File: src/rtl/npu_pkg.sv
// Shared NPU types and constants: fetch FSM states and SDRAM beat geometry.
package npu_pkg;

    localparam int SDRAM_W    = 128;
    localparam int BEAT_BYTES = 16;

    typedef enum logic [1:0] {IDLE, ISSUE, WAIT, DRAIN} fetch_state_e;

endpackage

File: src/rtl/sync_fifo.sv
// Synchronous FIFO with first-word-fall-through head; flush wins over push/pop.
module sync_fifo #(
    parameter int DATA_W = 128,
    parameter int DEPTH  = 32
) (
    input  logic                   clk,
    input  logic                   rst_n,
    input  logic                   push,
    input  logic [DATA_W-1:0]      wdata,
    input  logic                   pop,
    input  logic                   flush,
    output logic [DATA_W-1:0]      rdata,
    output logic [$clog2(DEPTH):0] count,
    output logic                   full,
    output logic                   empty
);

    localparam int AW = $clog2(DEPTH);

    logic [DATA_W-1:0] mem_q [DEPTH];
    logic [AW-1:0]     wr_ptr_q, rd_ptr_q;
    logic [AW:0]       count_q;
    logic              push_en, pop_en;

    assign empty   = (count_q == '0);
    assign full    = (count_q == (AW+1)'(DEPTH));
    assign pop_en  = pop && !empty;
    // A full FIFO still accepts a push when the head leaves in the same cycle.
    assign push_en = push && (!full || pop_en);
    assign count   = count_q;
    assign rdata   = empty ? '0 : mem_q[rd_ptr_q];

    always_ff @(posedge clk) begin
        if (push_en && !flush) mem_q[wr_ptr_q] <= wdata;
    end

    always_ff @(posedge clk or negedge rst_n) begin
        if (!rst_n) begin
            wr_ptr_q <= '0;
            rd_ptr_q <= '0;
            count_q  <= '0;
        end else if (flush) begin
            wr_ptr_q <= '0;
            rd_ptr_q <= '0;
            count_q  <= '0;
        end else begin
            if (push_en) wr_ptr_q <= wr_ptr_q + AW'(1);
            if (pop_en)  rd_ptr_q <= rd_ptr_q + AW'(1);
            count_q <= count_q + (AW+1)'(push_en) - (AW+1)'(pop_en);
        end
    end

endmodule

File: src/rtl/instr_fetch_unit.sv
// Instruction prefetcher: issues SDRAM bursts only when the FIFO can absorb them
// whole, and streams the returned 128-bit words to the decoder.
module instr_fetch_unit
    import npu_pkg::*;
#(
    parameter int DATA_W     = SDRAM_W,
    parameter int ADDR_W     = 32,
    parameter int CNT_W      = 8,
    parameter int BURST      = 8,
    parameter int FIFO_DEPTH = 32,
    parameter int LEN_W      = 16
) (
    input  logic              clk,
    input  logic              rst_n,
    input  logic              start,
    input  logic              abort,
    input  logic [ADDR_W-1:0] base_addr,
    input  logic [LEN_W-1:0]  n_words,
    output logic              read_start,
    output logic [ADDR_W-1:0] read_addr,
    output logic [CNT_W-1:0]  read_cnt,
    input  logic [DATA_W-1:0] read_data,
    input  logic              read_valid,
    input  logic              read_done,
    output logic [DATA_W-1:0] instr,
    output logic              instr_valid,
    input  logic              instr_ready,
    output logic              busy,
    output logic              done
);

    localparam int CW = $clog2(FIFO_DEPTH) + 1;

    fetch_state_e      state_q;
    logic [LEN_W-1:0]  remaining_q, len;
    logic [ADDR_W-1:0] next_addr_q, read_addr_q;
    logic [CNT_W-1:0]  read_cnt_q;
    logic [CW-1:0]     reserved_q, fifo_count, free_slots;
    logic              read_start_q, done_q, busy_q;
    logic              push, pop, fifo_full, fifo_empty, can_issue;

    assign len        = (remaining_q > LEN_W'(BURST)) ? LEN_W'(BURST) : remaining_q;
    // Slots promised to the in-flight burst are not free even before data lands.
    assign free_slots = CW'(FIFO_DEPTH) - fifo_count - reserved_q;
    assign can_issue  = (32'(free_slots) >= 32'(len));

    assign push        = (state_q == WAIT) && read_valid;
    assign pop         = !fifo_empty && instr_ready;
    assign instr_valid = !fifo_empty;
    assign read_start  = read_start_q;
    assign read_addr   = read_addr_q;
    assign read_cnt    = read_cnt_q;
    assign busy        = busy_q;
    assign done        = done_q;

    sync_fifo #(.DATA_W(DATA_W), .DEPTH(FIFO_DEPTH)) u_fifo (
        .clk   (clk),
        .rst_n (rst_n),
        .push  (push),
        .wdata (read_data),
        .pop   (pop),
        .flush (abort),
        .rdata (instr),
        .count (fifo_count),
        .full  (fifo_full),
        .empty (fifo_empty)
    );

    always_ff @(posedge clk or negedge rst_n) begin
        if (!rst_n) begin
            state_q      <= IDLE;
            remaining_q  <= '0;
            next_addr_q  <= '0;
            reserved_q   <= '0;
            read_start_q <= 1'b0;
            read_addr_q  <= '0;
            read_cnt_q   <= '0;
            done_q       <= 1'b0;
            busy_q       <= 1'b0;
        end else begin
            read_start_q <= 1'b0;
            done_q       <= 1'b0;
            if (push) reserved_q <= reserved_q - CW'(1);
            case (state_q)
                IDLE: begin
                    if (start && !abort) begin
                        if (n_words == '0) begin
                            done_q <= 1'b1;
                        end else begin
                            remaining_q <= n_words;
                            next_addr_q <= base_addr;
                            busy_q      <= 1'b1;
                            state_q     <= ISSUE;
                        end
                    end
                end
                ISSUE: begin
                    if (abort) begin
                        remaining_q <= '0;
                        busy_q      <= 1'b0;
                        state_q     <= IDLE;
                    end else if (can_issue) begin
                        read_start_q <= 1'b1;
                        read_addr_q  <= next_addr_q;
                        read_cnt_q   <= CNT_W'(len);
                        next_addr_q  <= next_addr_q + ADDR_W'(len) * ADDR_W'(BEAT_BYTES);
                        remaining_q  <= remaining_q - len;
                        reserved_q   <= CW'(len);
                        state_q      <= WAIT;
                    end
                end
                WAIT: begin
                    if (abort) begin
                        remaining_q <= '0;
                        reserved_q  <= '0;
                        if (read_done) begin
                            busy_q  <= 1'b0;
                            state_q <= IDLE;
                        end else begin
                            state_q <= DRAIN;
                        end
                    end else if (read_done) begin
                        if (remaining_q == '0) begin
                            done_q  <= 1'b1;
                            busy_q  <= 1'b0;
                            state_q <= IDLE;
                        end else begin
                            state_q <= ISSUE;
                        end
                    end
                end
                DRAIN: begin
                    if (read_done) begin
                        busy_q  <= 1'b0;
                        state_q <= IDLE;
                    end
                end
                default: state_q <= IDLE;
            endcase
        end
    end

    a_no_overflow: assert property (@(posedge clk) disable iff (!rst_n)
        !(push && fifo_full && !pop));

endmodule

File: config.mk
export PLATFORM = sky130hd
export DESIGN_NAME = instr_fetch_unit
export DESIGN_NICKNAME = d
export VERILOG_FILES = /design/src/rtl/npu_pkg.sv /design/src/rtl/sync_fifo.sv /design/src/rtl/instr_fetch_unit.sv
export SDC_FILE = /design/constraint.sdc
export NUM_CORES = 2
export LEC_CHECK = 0
export CAP_MARGIN = 10
export CORE_AREA = 3 3 524 526
export CTS_CLUSTER_SIZE = 12
export DETAILED_ROUTE_END_ITERATION = 10
export DIE_AREA = 0 0 527 529
export PLACE_DENSITY = 0.86
export SLEW_MARGIN = 10
export SYNTH_ARGS = -nofsm -noshare
export SYNTH_HDL_FRONTEND = slang
export SYNTH_SLANG_ARGS = --single-unit
File: constraint.sdc
create_clock -name clk -period 9.65 [get_ports clk]
set_input_delay 1.93 -clock clk [delete_from_list [all_inputs] [get_ports clk]]
set_output_delay 1.93 -clock clk [all_outputs]
set_load 0.005 [all_outputs]
Word-level counts from Yosys, hierarchy flattened
Memory sizes are Yosys's and may differ from the RTL's.
Cells that the tools add are included.
{"block": "totals", "regBits": 115, "mem_bits_rw": 4096, "out_inout_bits": 172, "wordCells": 114, "mem_count": 1}
{"memory": "u_fifo.mem_q", "depth": 32, "width": 128, "read_ports": 1, "rd_ports_with_merged_regs": 0, "write_ports": 1, "line": "sync_fifo.sv:20", "text": "logic [DATA_W-1:0] mem_q [DEPTH];"}
{"block": "op_classes", "n_addsub": 9, "magnitude_cmp": 2, "n_eq_ne": 14, "n_mux": 52, "n_bitwise": 1, "reduce_logical": 23}
{"op": "$mux W128", "count": 1}
{"op": "$mux W32", "count": 4}
{"op": "$mux W16", "count": 6}
{"op": "$pmux W32 S2", "count": 1}
{"op": "$pmux W16 S3", "count": 1}
{"op": "$add A32 B20 Y32", "count": 1}
{"op": "$logic_not A16 Y1", "count": 2}
{"op": "$mux W6", "count": 5}
{"op": "$mux W5", "count": 4}
{"op": "$reduce_and A5 Y1", "count": 4}
{"op": "$mux W1", "count": 18}
{"op": "$ge A6 B16 Y1", "count": 1}
{"op": "$gt A16 B4 Y1 const B", "count": 1}
{"op": "$mux W2", "count": 8}
{"op": "$sub A16 B16 Y16", "count": 1}
{"op": "$ne A2 B2 Y1 const B", "count": 7}
{"op": "$pmux W6 S2", "count": 1}
{"op": "$add A5 B1 Y5 const B", "count": 2}
{"op": "$pmux W2 S4", "count": 1}
{"op": "$add A6 B1 Y6", "count": 1}
{"op": "$eq A6 B6 Y1 const B", "count": 1}
{"op": "$logic_and A1 B1 Y1", "count": 6}
{"op": "$logic_not A6 Y1", "count": 1}
{"op": "$ne A3 B3 Y1 const B", "count": 2}
{"op": "other kinds (16)", "count": 21}

Depth between registers and ports, before layout
{"block": "logic_depth", "word_depth": 9, "depth_mapped": 18, "ltp_nobuf": 17}

Modules after synthesis
From an unflattened synthesis, not the netlist that was laid out.
{"block": "hier_totals", "hier_cells": 7753, "area_unflattened_um2": 162552.2}
{"module": "sync_fifo", "instances": 1, "cells_per_inst": 7041, "area_each_um2": 156407.5}
{"module": "instr_fetch_unit", "instances": 1, "cells_per_inst": 712, "area_each_um2": 6144.6}

Worst setup path before layout
Ideal clock, no wire load.
{"block": "synth_timing", "kind": "input to register", "from": "in read_valid", "to": "mem u_fifo.mem_q[31][0] (enable)", "setup_time_ns": 0.617, "t_arrival_ns": 8.307, "required_time_ns": 9.033, "setup_slack_ns": 0.725, "stages": 5, "path_cell_list": "nand2_1 > a31oi_1 > nor2b_1 > nand2_1 > nor2_1"}
{"block": "synth_between", "elab_chain_len": 5}
{"item": "from (decl)", "line": "instr_fetch_unit.sv:23", "text": "input logic read_valid,"}
{"item": "$logic_and A1 B1 Y1", "line": "instr_fetch_unit.sv:47", "text": "assign push = (state_q == WAIT) && read_valid;"}
{"item": "$logic_and A1 B1 Y1", "line": "sync_fifo.sv:29", "text": "assign push_en = push && (!full || pop_en);"}
{"item": "$logic_and A1 B1 Y1", "line": "sync_fifo.sv:34", "text": "if (push_en && !flush) mem_q[wr_ptr_q] <= wdata;"}
{"item": "$mux W1", "line": "sync_fifo.sv:34"}
{"item": "$mux W1 (not written as such)", "line": "sync_fifo.sv:34"}
{"item": "to (decl)", "line": "sync_fifo.sv:20"}
Every way passes these cells.

Worst setup path in the final report
{"block": "layout_timing", "from": "reg u_fifo.rd_ptr_q[0]", "to": "out instr[98]"}
{"block": "layout_between", "elab_chain_len": 2}
{"item": "from (decl)", "line": "sync_fifo.sv:21", "text": "logic [AW-1:0] wr_ptr_q, rd_ptr_q;"}
{"item": "from (signal assigned)", "line": "sync_fifo.sv:48", "text": "if (pop_en) rd_ptr_q <= rd_ptr_q + AW'(1);"}
{"item": "$mem_v2 Z32 W128"}
{"item": "$mux W128", "line": "sync_fifo.sv:31", "text": "assign rdata = empty ? '0 : mem_q[rd_ptr_q];"}
{"item": "to (decl)", "line": "instr_fetch_unit.sv:25", "text": "output logic [DATA_W-1:0] instr,"}
Every way passes these cells.

==> reports/results.ini <==
[run_status]
status=complete, no violations

[global_routing]
globalRouteOverflowTotal=0
busiest_layer=met2
grt_pass1_wl_mm=697.8
global_route.usage.met1_pct=46.02
grt_pass1_vias=85820
gr-usage-all-layers_pct=36.11
grtUsageMet3_pct=8.411
grt_max_degree=141
met2_usage_pct=57.20
antenna_found_initial=60

[synth]
synth-edff-count=4096
ys_seq_elements=4211
synth.avg_cell_area_um2=24.05
async_flop_share_pct=2.731
syn-cell-area_mm2=0.1620
ys_seq_area_share_pct=77.68
synthCells=6737
yosys_warnings=0
ys_types=69
synth-main-ff-cell=edfxtp_1

[timing]
fin_skew_ps=71.91
totalNegativeSetupSlack_ps=0
period_share_pct=79.16
fmax_ghz=0.1309
maxSlewViolCount=0
hold_slack_ps=508.0
setup_viol=0
worst_slew_pin_slew_ps=1352
finalCriticalPeriod_ps=7639
maxSlewHeadroom_pct=9.874
hold_viol_final=0
grt_setup_unrepaired=no

[detailed_routing]
viasPerCell=7.728
drt_wl_total_mm=501.7
drt_iter0_drc=15910
first_pass_iters=8
post_drt_wl_per_cell_um=45.08
drc_errors=0
dr_total_vias=86000
ant_nets=0

[place]
dp_hpwl_mm=229.4
portBuffers=354
gp_congestion=0.8459
place_area_mm2=0.1705

[final_layout]
final-seq-area_mm2=0.1259
nets=7539
fin_area_mm2=0.1822
multi_input_area_mm2=0.03495
drive_gt1_share_pct=26.51
fin_util_pct=67.37
syn2layout_area_growth_pct=12.46
n_fill_cell=14790

[cts]
htreeDepth=5
ctsResizeCount=0
cts_sinks=4211
cts_setup_buffers=0
clk_path_buf_depth=4
clock_latency_ps=990
cts-root-buf=clkbuf_16
clk_pin_slew_worst_paths_ps=70
cts_tree=done
numCtsBuffers=411
hold_buffers=0

[run]
drv_cap=0

[critical_path]
r2r-start=u_fifo.count[2]
r2r_cells=12
path_cells=buf_4, buf_4, mux4_2, mux4_2, mux2i_1, nor2_1, clkdlybuf4s50_1
reg2reg_slack_ps=3450
crit_family=buffers and inverters
arrival_ps=5710
crit_required_ps=7720
cp-end-kind=output pin
crit_slowest_cell=dfrtp_4
startpoint_type=flop
cpPeakStageDelay_ps=1120
crit_fanout=44
crit_buf_inv=3
r2r-end=u_fifo.mem_q[14][62]
worstSetupPathType=reg2out

[floorplan]
die_y_um=529
die_w_um=527
rows=191
num_io_pins=355
design.core.area_mm2=0.2705
die_area_mm2=0.2788
start_util_pct=59.90

[power]
power_mw=45.47
p_per_area_mw_per_mm2=249.5
ir_worst_vdd_uv=266.3
p_leak_nw=55.14

[hold_path]
holdPathStages=1
min_from=read_cnt[6]
hold_class=reg2reg
whs_endpoint=read_cnt[6]

[cells in the mapped netlist, drive strengths merged, types with 10 or more instances]
cell / instances / share of area, %
buf: 110 / 0.30
nand2: 71 / 0.17
nor3: 11 / 0.037
xor2: 13 / 0.070
a21oi: 56 / 0.17
nor2b: 12 / 0.046
mux2i: 139 / 0.86
a22oi: 12 / 0.056
mux2: 35 / 0.26
o21ai: 55 / 0.17
mux4: 1280 / 18
nand3: 14 / 0.043
inv: 36 / 0.083
edfxtp: 4096 / 76
dfrtp: 115 / 1.8
nor2: 232 / 0.54
a31oi: 13 / 0.054
clkbuf: 237 / 0.55
nand4: 10 / 0.039
xnor2: 22 / 0.12
ha: 50 / 0.39
[kinds of logic (layout without fill, tap and decap cells)]
logic type / count (synthesis) / after routing / share of synthesized area (%)
mux: 1454 / 1454 / 18.91
other cells: 2 / 62 / 0.004634
simple gates: 402 / 402 / 1.093
xor+xnor: 35 / 35 / 0.1892
buf+inv: 383 / 1144 / 0.9335
compound gates: 196 / 196 / 0.7675
fa+ha+maj: 54 / 54 / 0.4293
flops: 4211 / 4211 / 77.68
[layout by cell type, fill, tap and decap left out, drive strengths merged, types with 10 or more instances in the layout]
| cell | synthesis | final |
|---|---|---|
| a21oi | 56 | 56 |
| a22oi | 12 | 12 |
| a31oi | 13 | 13 |
| buf | 110 | 158 |
| clkbuf | 237 | 531 |
| clkdlybuf4s50 | 0 | 328 |
| clkinv | 0 | 76 |
| conb | 2 | 15 |
| dfrtp | 115 | 115 |
| diode | 0 | 47 |
| edfxtp | 4096 | 4096 |
| ha | 50 | 50 |
| inv | 36 | 45 |
| mux2 | 35 | 35 |
| mux2i | 139 | 139 |
| mux4 | 1280 | 1280 |
| nand2 | 71 | 71 |
| nand3 | 14 | 14 |
| nand4 | 10 | 10 |
| nor2 | 232 | 232 |
| nor2b | 12 | 12 |
| nor3 | 11 | 11 |
| o21ai | 55 | 55 |
| xnor2 | 22 | 22 |
| xor2 | 13 | 13 |
[per-stage QoR]
stage | instances | setup slack, ps
final | 11130 | 2011
after global routing | 11110 | 1815
after CTS | 11080 | 1991
after detailed placement | 10460 | 2874
after global placement | 10460 | 3086
after floorplan | 6750 | 725.4
[metal layers]
layer | wire (µm) | part of all wire (%)
met5 | 162 | 0.032
met4 | 37070 | 7.4
met3 | 65080 | 13
met1 | 155300 | 31
met2 | 244100 | 49
[layout make-up]
type	count	share of cell area, %
flip-flops and latches	4211	69.08
inverters	36	0.07415
diodes	47	0.06453
well taps	3570	2.451
multi-input cells	2156	19.18
clock inverters	91	0.4943
clock buffers	530	5.940
repair buffers	487	2.719
[flip-flops by register name (all words and copies together), names as in the netlist, 2 cells and up]
signal	flops
u_fifo.wr_ptr_q	5
state_q	2
remaining_q	16
u_fifo.count	6
read_addr	32
next_addr_q	32
u_fifo.rd_ptr_q	5
read_cnt	8
u_fifo.mem_q	4096
reserved_q	6
[report_power, final]
part           internal [mW]  switching, mW  total (mW)
clock network           7.91           7.18        15.1
logic                   4.68           5.14        9.81
registers               20.3          0.274        20.6
[how the worst max path moves through the flow]
stage | slack, ps | end | cells after the start | from
after floorplan | 730 | u_fifo.mem_q[31][0] | 5 | read_valid
after global placement | 3090 | u_fifo.mem_q[26][97] | 7 | read_valid
after detailed placement | 2870 | u_fifo.mem_q[27][112] | 7 | read_valid
after CTS | 1990 | instr[98] | 7 | u_fifo.rd_ptr_q[0]
after global routing | 1820 | instr[98] | 7 | u_fifo.rd_ptr_q[0]
final | 2010 | instr[98] | 7 | u_fifo.rd_ptr_q[0]
No activity file was read; power rests on OpenSTA's default activity.
